**src/rtl/id_pkg.sv**
```systemverilog
// Shared decode-stage definitions: opcode map, bus widths and packed bundle layouts
// used by the decode stage and its control decoder.
package id_pkg;

  localparam int FS_BUS_W = 16;
  localparam int DS_BUS_W = 28;
  localparam int DATA_W   = 8;
  localparam int PC_W     = 8;
  localparam int INST_W   = 8;
  localparam int OP_W     = 4;
  localparam int REG_W    = 2;
  localparam int CTRL_W   = 4;

  localparam logic [OP_W-1:0] OP_NOP   = 4'h0;
  localparam logic [OP_W-1:0] OP_MOV   = 4'h1;
  localparam logic [OP_W-1:0] OP_ADD   = 4'h2;
  localparam logic [OP_W-1:0] OP_SUB   = 4'h3;
  localparam logic [OP_W-1:0] OP_AND   = 4'h4;
  localparam logic [OP_W-1:0] OP_OR    = 4'h5;
  localparam logic [OP_W-1:0] OP_XOR   = 4'h6;
  localparam logic [OP_W-1:0] OP_NOT   = 4'h7;
  localparam logic [OP_W-1:0] OP_SHL   = 4'h8;
  localparam logic [OP_W-1:0] OP_SHR   = 4'h9;
  localparam logic [OP_W-1:0] OP_LOAD  = 4'hA;
  localparam logic [OP_W-1:0] OP_STORE = 4'hB;
  localparam logic [OP_W-1:0] OP_CMP   = 4'hC;

  typedef struct packed {
    logic we;
    logic mem_rd;
    logic mem_wr;
    logic illegal;
  } ctrl_t;

  // Field order here defines the bit layout seen by the execute stage.
  typedef struct packed {
    logic [OP_W-1:0]   op;
    logic [REG_W-1:0]  rx;
    logic [REG_W-1:0]  ry;
    ctrl_t             ctrl;
    logic [DATA_W-1:0] rx_value;
    logic [DATA_W-1:0] ry_value;
  } ds_bus_t;

endpackage

```
**src/rtl/id_ctrl_dec.sv**
```systemverilog
// Combinational opcode-to-control decoder for the decode stage.
// Every opcode maps to exactly one of the legal control patterns.
module id_ctrl_dec
  import id_pkg::*;
(
  input  logic [3:0] op,
  output logic       we,
  output logic       mem_rd,
  output logic       mem_wr,
  output logic       illegal
);

  always_comb begin
    we      = 1'b0;
    mem_rd  = 1'b0;
    mem_wr  = 1'b0;
    illegal = 1'b0;
    case (op)
      OP_NOP, OP_CMP: ;
      OP_MOV, OP_ADD, OP_SUB, OP_AND, OP_OR,
      OP_XOR, OP_NOT, OP_SHL, OP_SHR: we = 1'b1;
      OP_LOAD: begin
        we     = 1'b1;
        mem_rd = 1'b1;
      end
      OP_STORE: mem_wr = 1'b1;
      default: illegal = 1'b1;
    endcase
  end

endmodule

```
**src/rtl/id.sv**
```systemverilog
// Decode stage: splits the fetch bundle, drives register-file read addresses
// combinationally and registers the decoded bundle for the execute stage.
module id
  import id_pkg::*;
(
  input  logic        clk,
  input  logic        reset,
  input  logic [15:0] fs_to_ds_bus,
  output logic [1:0]  rx,
  output logic [1:0]  ry,
  input  logic [7:0]  rx_value,
  input  logic [7:0]  ry_value,
  output logic [27:0] ds_to_es_bus
);

  logic [PC_W-1:0]   pc_unused;
  logic [INST_W-1:0] inst;
  logic [OP_W-1:0]   op;
  ctrl_t             ctrl;
  ds_bus_t           ds_bus_p0;
  ds_bus_t           ds_bus_p1;

  assign pc_unused = fs_to_ds_bus[15:8];
  assign inst      = fs_to_ds_bus[7:0];
  assign op        = inst[7:4];
  assign rx        = inst[3:2];
  assign ry        = inst[1:0];

  id_ctrl_dec u_ctrl_dec (
    .op      (op),
    .we      (ctrl.we),
    .mem_rd  (ctrl.mem_rd),
    .mem_wr  (ctrl.mem_wr),
    .illegal (ctrl.illegal)
  );

  always_comb begin
    ds_bus_p0          = '0;
    ds_bus_p0.op       = op;
    ds_bus_p0.rx       = rx;
    ds_bus_p0.ry       = ry;
    ds_bus_p0.ctrl     = ctrl;
    ds_bus_p0.rx_value = rx_value;
    ds_bus_p0.ry_value = ry_value;
  end

  // p0 -> p1: decode/execute boundary; reset clears the bundle asynchronously.
  always_ff @(posedge clk or posedge reset) begin
    if (reset) begin
      ds_bus_p1 <= '0;
    end else begin
      ds_bus_p1 <= ds_bus_p0;
    end
  end

  assign ds_to_es_bus = ds_bus_p1;

endmodule

```
**config.mk**
```make
export PLATFORM = sky130hd
export DESIGN_NAME = id
export DESIGN_NICKNAME = d
export VERILOG_FILES = /design/src/rtl/id_pkg.sv /design/src/rtl/id_ctrl_dec.sv /design/src/rtl/id.sv
export SDC_FILE = /design/constraint.sdc
export NUM_CORES = 1
export LEC_CHECK = 0
export ABC_CLOCK_PERIOD_IN_PS = 1300
export CORE_MARGIN = 5
export CORE_UTILIZATION = 33
export CTS_CLUSTER_DIAMETER = 60
export DETAILED_ROUTE_END_ITERATION = 12
export GPL_TIMING_DRIVEN = 0
export PLACE_DENSITY = 0.82
export SLEW_MARGIN = 30
export SYNTH_ARGS = -nofsm -noshare
export SYNTH_HDL_FRONTEND = slang
export SYNTH_HIERARCHICAL = 1
export SYNTH_SLANG_ARGS = --single-unit
```
**constraint.sdc**
```tcl
create_clock -name clk -period 1.3 [get_ports clk]
set_input_delay 0.13 -clock clk [delete_from_list [all_inputs] [get_ports clk]]
set_output_delay 0.13 -clock clk [all_outputs]
set_load 0.01 [all_outputs]
```
==> impl_metrics.json <==
{
  "pwr_density_cell_nw_per_um2": 1100,
  "cpLargestDelayFamily": "flip-flops",
  "cts_tree": "yes",
  "rsz0062_at_grt": "no",
  "first_global_vias": 580,
  "tns_ns": 0,
  "maxClockFrequency_mhz": 900,
  "critPathCaptureType": "output pin",
  "crit_slowest_cell": "dfrtp_1",
  "critPathKind": "register to output pin",
  "synth-simple-area-share_pct": 3.66,
  "synthAdderAreaFrac_pct": 0,
  "synth-compound-area-share_pct": 2.87,
  "fp.dieArea_um2": 3460,
  "hp-class": "input port to asynchronous set/reset pin",
  "timing.final.ws_setup_ns": 0.189,
  "slew_viol_final": 0,
  "synth_top_family_by_area": "buffers and inverters",
  "area_delta_synth_final_pct": 76.6,
  "fin_nets": 135,
  "numPlacedInstances": 124,
  "layout-drive-gt1-share_pct": 10.0,
  "die_w_um": 58.8,
  "cp_cell_sequence": "dlygate4sd2_1",
  "synth-seq-cells": 28,
  "grt_max_degree": 29,
  "start_util_pct": 35.2,
  "hold_viol_final": 0,
  "syn_avg_cell_area_um2": 20.1,
  "antenna_found_initial": 0,
  "overflow": 0,
  "gp_congestion": 0.687,
  "final_cells": 128,
  "irDropWorstVdd_v": 0.000625,
  "hold_buffers": 0,
  "status": "complete, no violations",
  "grtUsageTotal_pct": 10.2,
  "ios": 66,
  "clockRootBuffer": "clkbuf_4",
  "fin_crit_ns": 1.11,
  "yosys_warnings": 6,
  "grt_pass1_wl_mm": 2.56,
  "fill_cells": 190,
  "synth_area_leader_cell": "dfrtp_1",
  "synth_xor_area_share_pct": 0,
  "drt-pass1-iter-count": 2,
  "drtIter0Drc": 9,
  "p_leak_uw": 0.000676,
  "core_area_um2": 2230,
  "drv_cap": 0,
  "cp_data_required_time_ns": 1.17,
  "io_buffers": 57,
  "power.total_uw": 1520,
  "diodes": 0,
  "cts_buffers": 3,
  "synth.yosys.seq_area_share_pct": 89.2,
  "slowest_delay_ns": 0.39,
  "syn_area_um2": 786,
  "startpoint_type": "register",
  "drt-total-wl_mm": 1.68,
  "hold_ws_ns": 0.158,
  "wl_per_cell_um": 13.1,
  "chipHeight_um": 58.8,
  "cts.sinks": 28,
  "avgViaCountPerCell": 4.03,
  "post-route-drc-count": 0,
  "ant_nets": 0,
  "yosys-top-cells-area": "dfrtp_1 89%, buf_4 3.8%, and4bb_2 1.6%, and4b_1 1.3%, o211a_1 1.3%",
  "synthDistinctLibCells": 9,
  "cp_max_fo": 1,
  "vias": 516,
  "synth_nets": 73,
  "cp.arrival_ns": 0.98,
  "clk_path_buf_depth": 2,
  "yosys.area.top_type_share_pct": 89.2,
  "path_buf_inv": 1,
  "finalCritPeriodShare_pct": 85.5,
  "worst_pin_slew_ns": 0.546,
  "clk_pin_slew_ns": 0.14,
  "setup_viol": 0,
  "cts_max_level": 1,
  "pre_cts_ws_ns": -0.0686,
  "relSlewSlack_pct": 63.5,
  "rows": 17,
  "synth_cells": 39,
  "largest_reg_flops": 28,
  "synthMuxAreaShare_pct": 0
}
## final cells by class
class	count	area [um2]	area share, %
plain buffers	4	30.0	2.16
inverters	1	3.75	0.271
well taps	28	35.0	2.52
multi-input cells	6	51.3	3.70
clock buffers	4	36.3	2.61
repair buffers	57	531	38.2
flip-flops and latches	28	701	50.5
## routing by layer
| metal | global-route usage, % | up-vias | part of all wire [%] |
|---|---|---|---|
| met4 | 3.88 | 0 | 0 |
| met2 | 17.8 | 34 | 53 |
| met3 | 3.95 | 0 | 13 |
| met5 | 0 | - | 0 |
| met1 | 11.1 | 237 | 35 |
| li1 | - | 245 | - |
## layout by cell type, fill, tap and decap left out
cell | synthesis | final
buf_4 | 4 | 4
inv_2 | 0 | 1
o211a_1 | 1 | 1
and4b_1 | 1 | 1
nor4_1 | 1 | 1
clkdlybuf4s50_1 | 0 | 25
a21o_1 | 1 | 1
dfrtp_1 | 28 | 28
a21oi_1 | 1 | 1
clkbuf_4 | 0 | 3
and4bb_2 | 1 | 1
clkbuf_8 | 0 | 1
dlygate4sd2_1 | 0 | 32
## cell families (layout without fill, tap and decap cells)
kind of cell / Yosys count / after routing
flip-flops: 28 / 28
buffers and inverters: 5 / 66
AO/OA/AOI/OAI: 3 / 3
AND/OR/NAND/NOR: 3 / 3
## through the flow
stage	utilization [%]	instance area, um2
finish	62.1	1390
global route	62.1	1390
CTS	62.1	1390
detailed placement	62.3	1390
global placement	62.3	1390
floorplan	-	786
## repair_timing
| item | in CTS | in global routing |
|---|---|---|
| endpoints found under the setup margin | 32 | 0 |
| buffers inserted | 0 | 0 |
| gates resized for setup | 32 | 0 |
## power breakdown
group	switching (uW)	total [uW]	internal (uW)	leakage, uW
clock network	224	394	171	0.0000210
registers	8.15	921	913	0.000331
logic	82.6	208	125	0.000324
## worst paths after layout
| path | to | startpoint | slack [ns] | cells after the start |
|---|---|---|---|---|
| max in group asynchronous | ds_to_es_bus[13] | reset | 0.77 | 2 |
| min in group clk | ds_to_es_bus[6] | ry_value[6] | 0.23 | 1 |
| max | ds_to_es_bus[12] | ds_to_es_bus[12] | 0.19 | 1 |
| min | ds_to_es_bus[6] | reset | 0.16 | 2 |
## synthesized netlist by cell type
cell,number
dfrtp_1,28
buf_4,4
a21o_1,1
a21oi_1,1
and4b_1,1
and4bb_2,1
inv_1,1
nor4_1,1
o211a_1,1
Power figures use the tool's default switching activity.
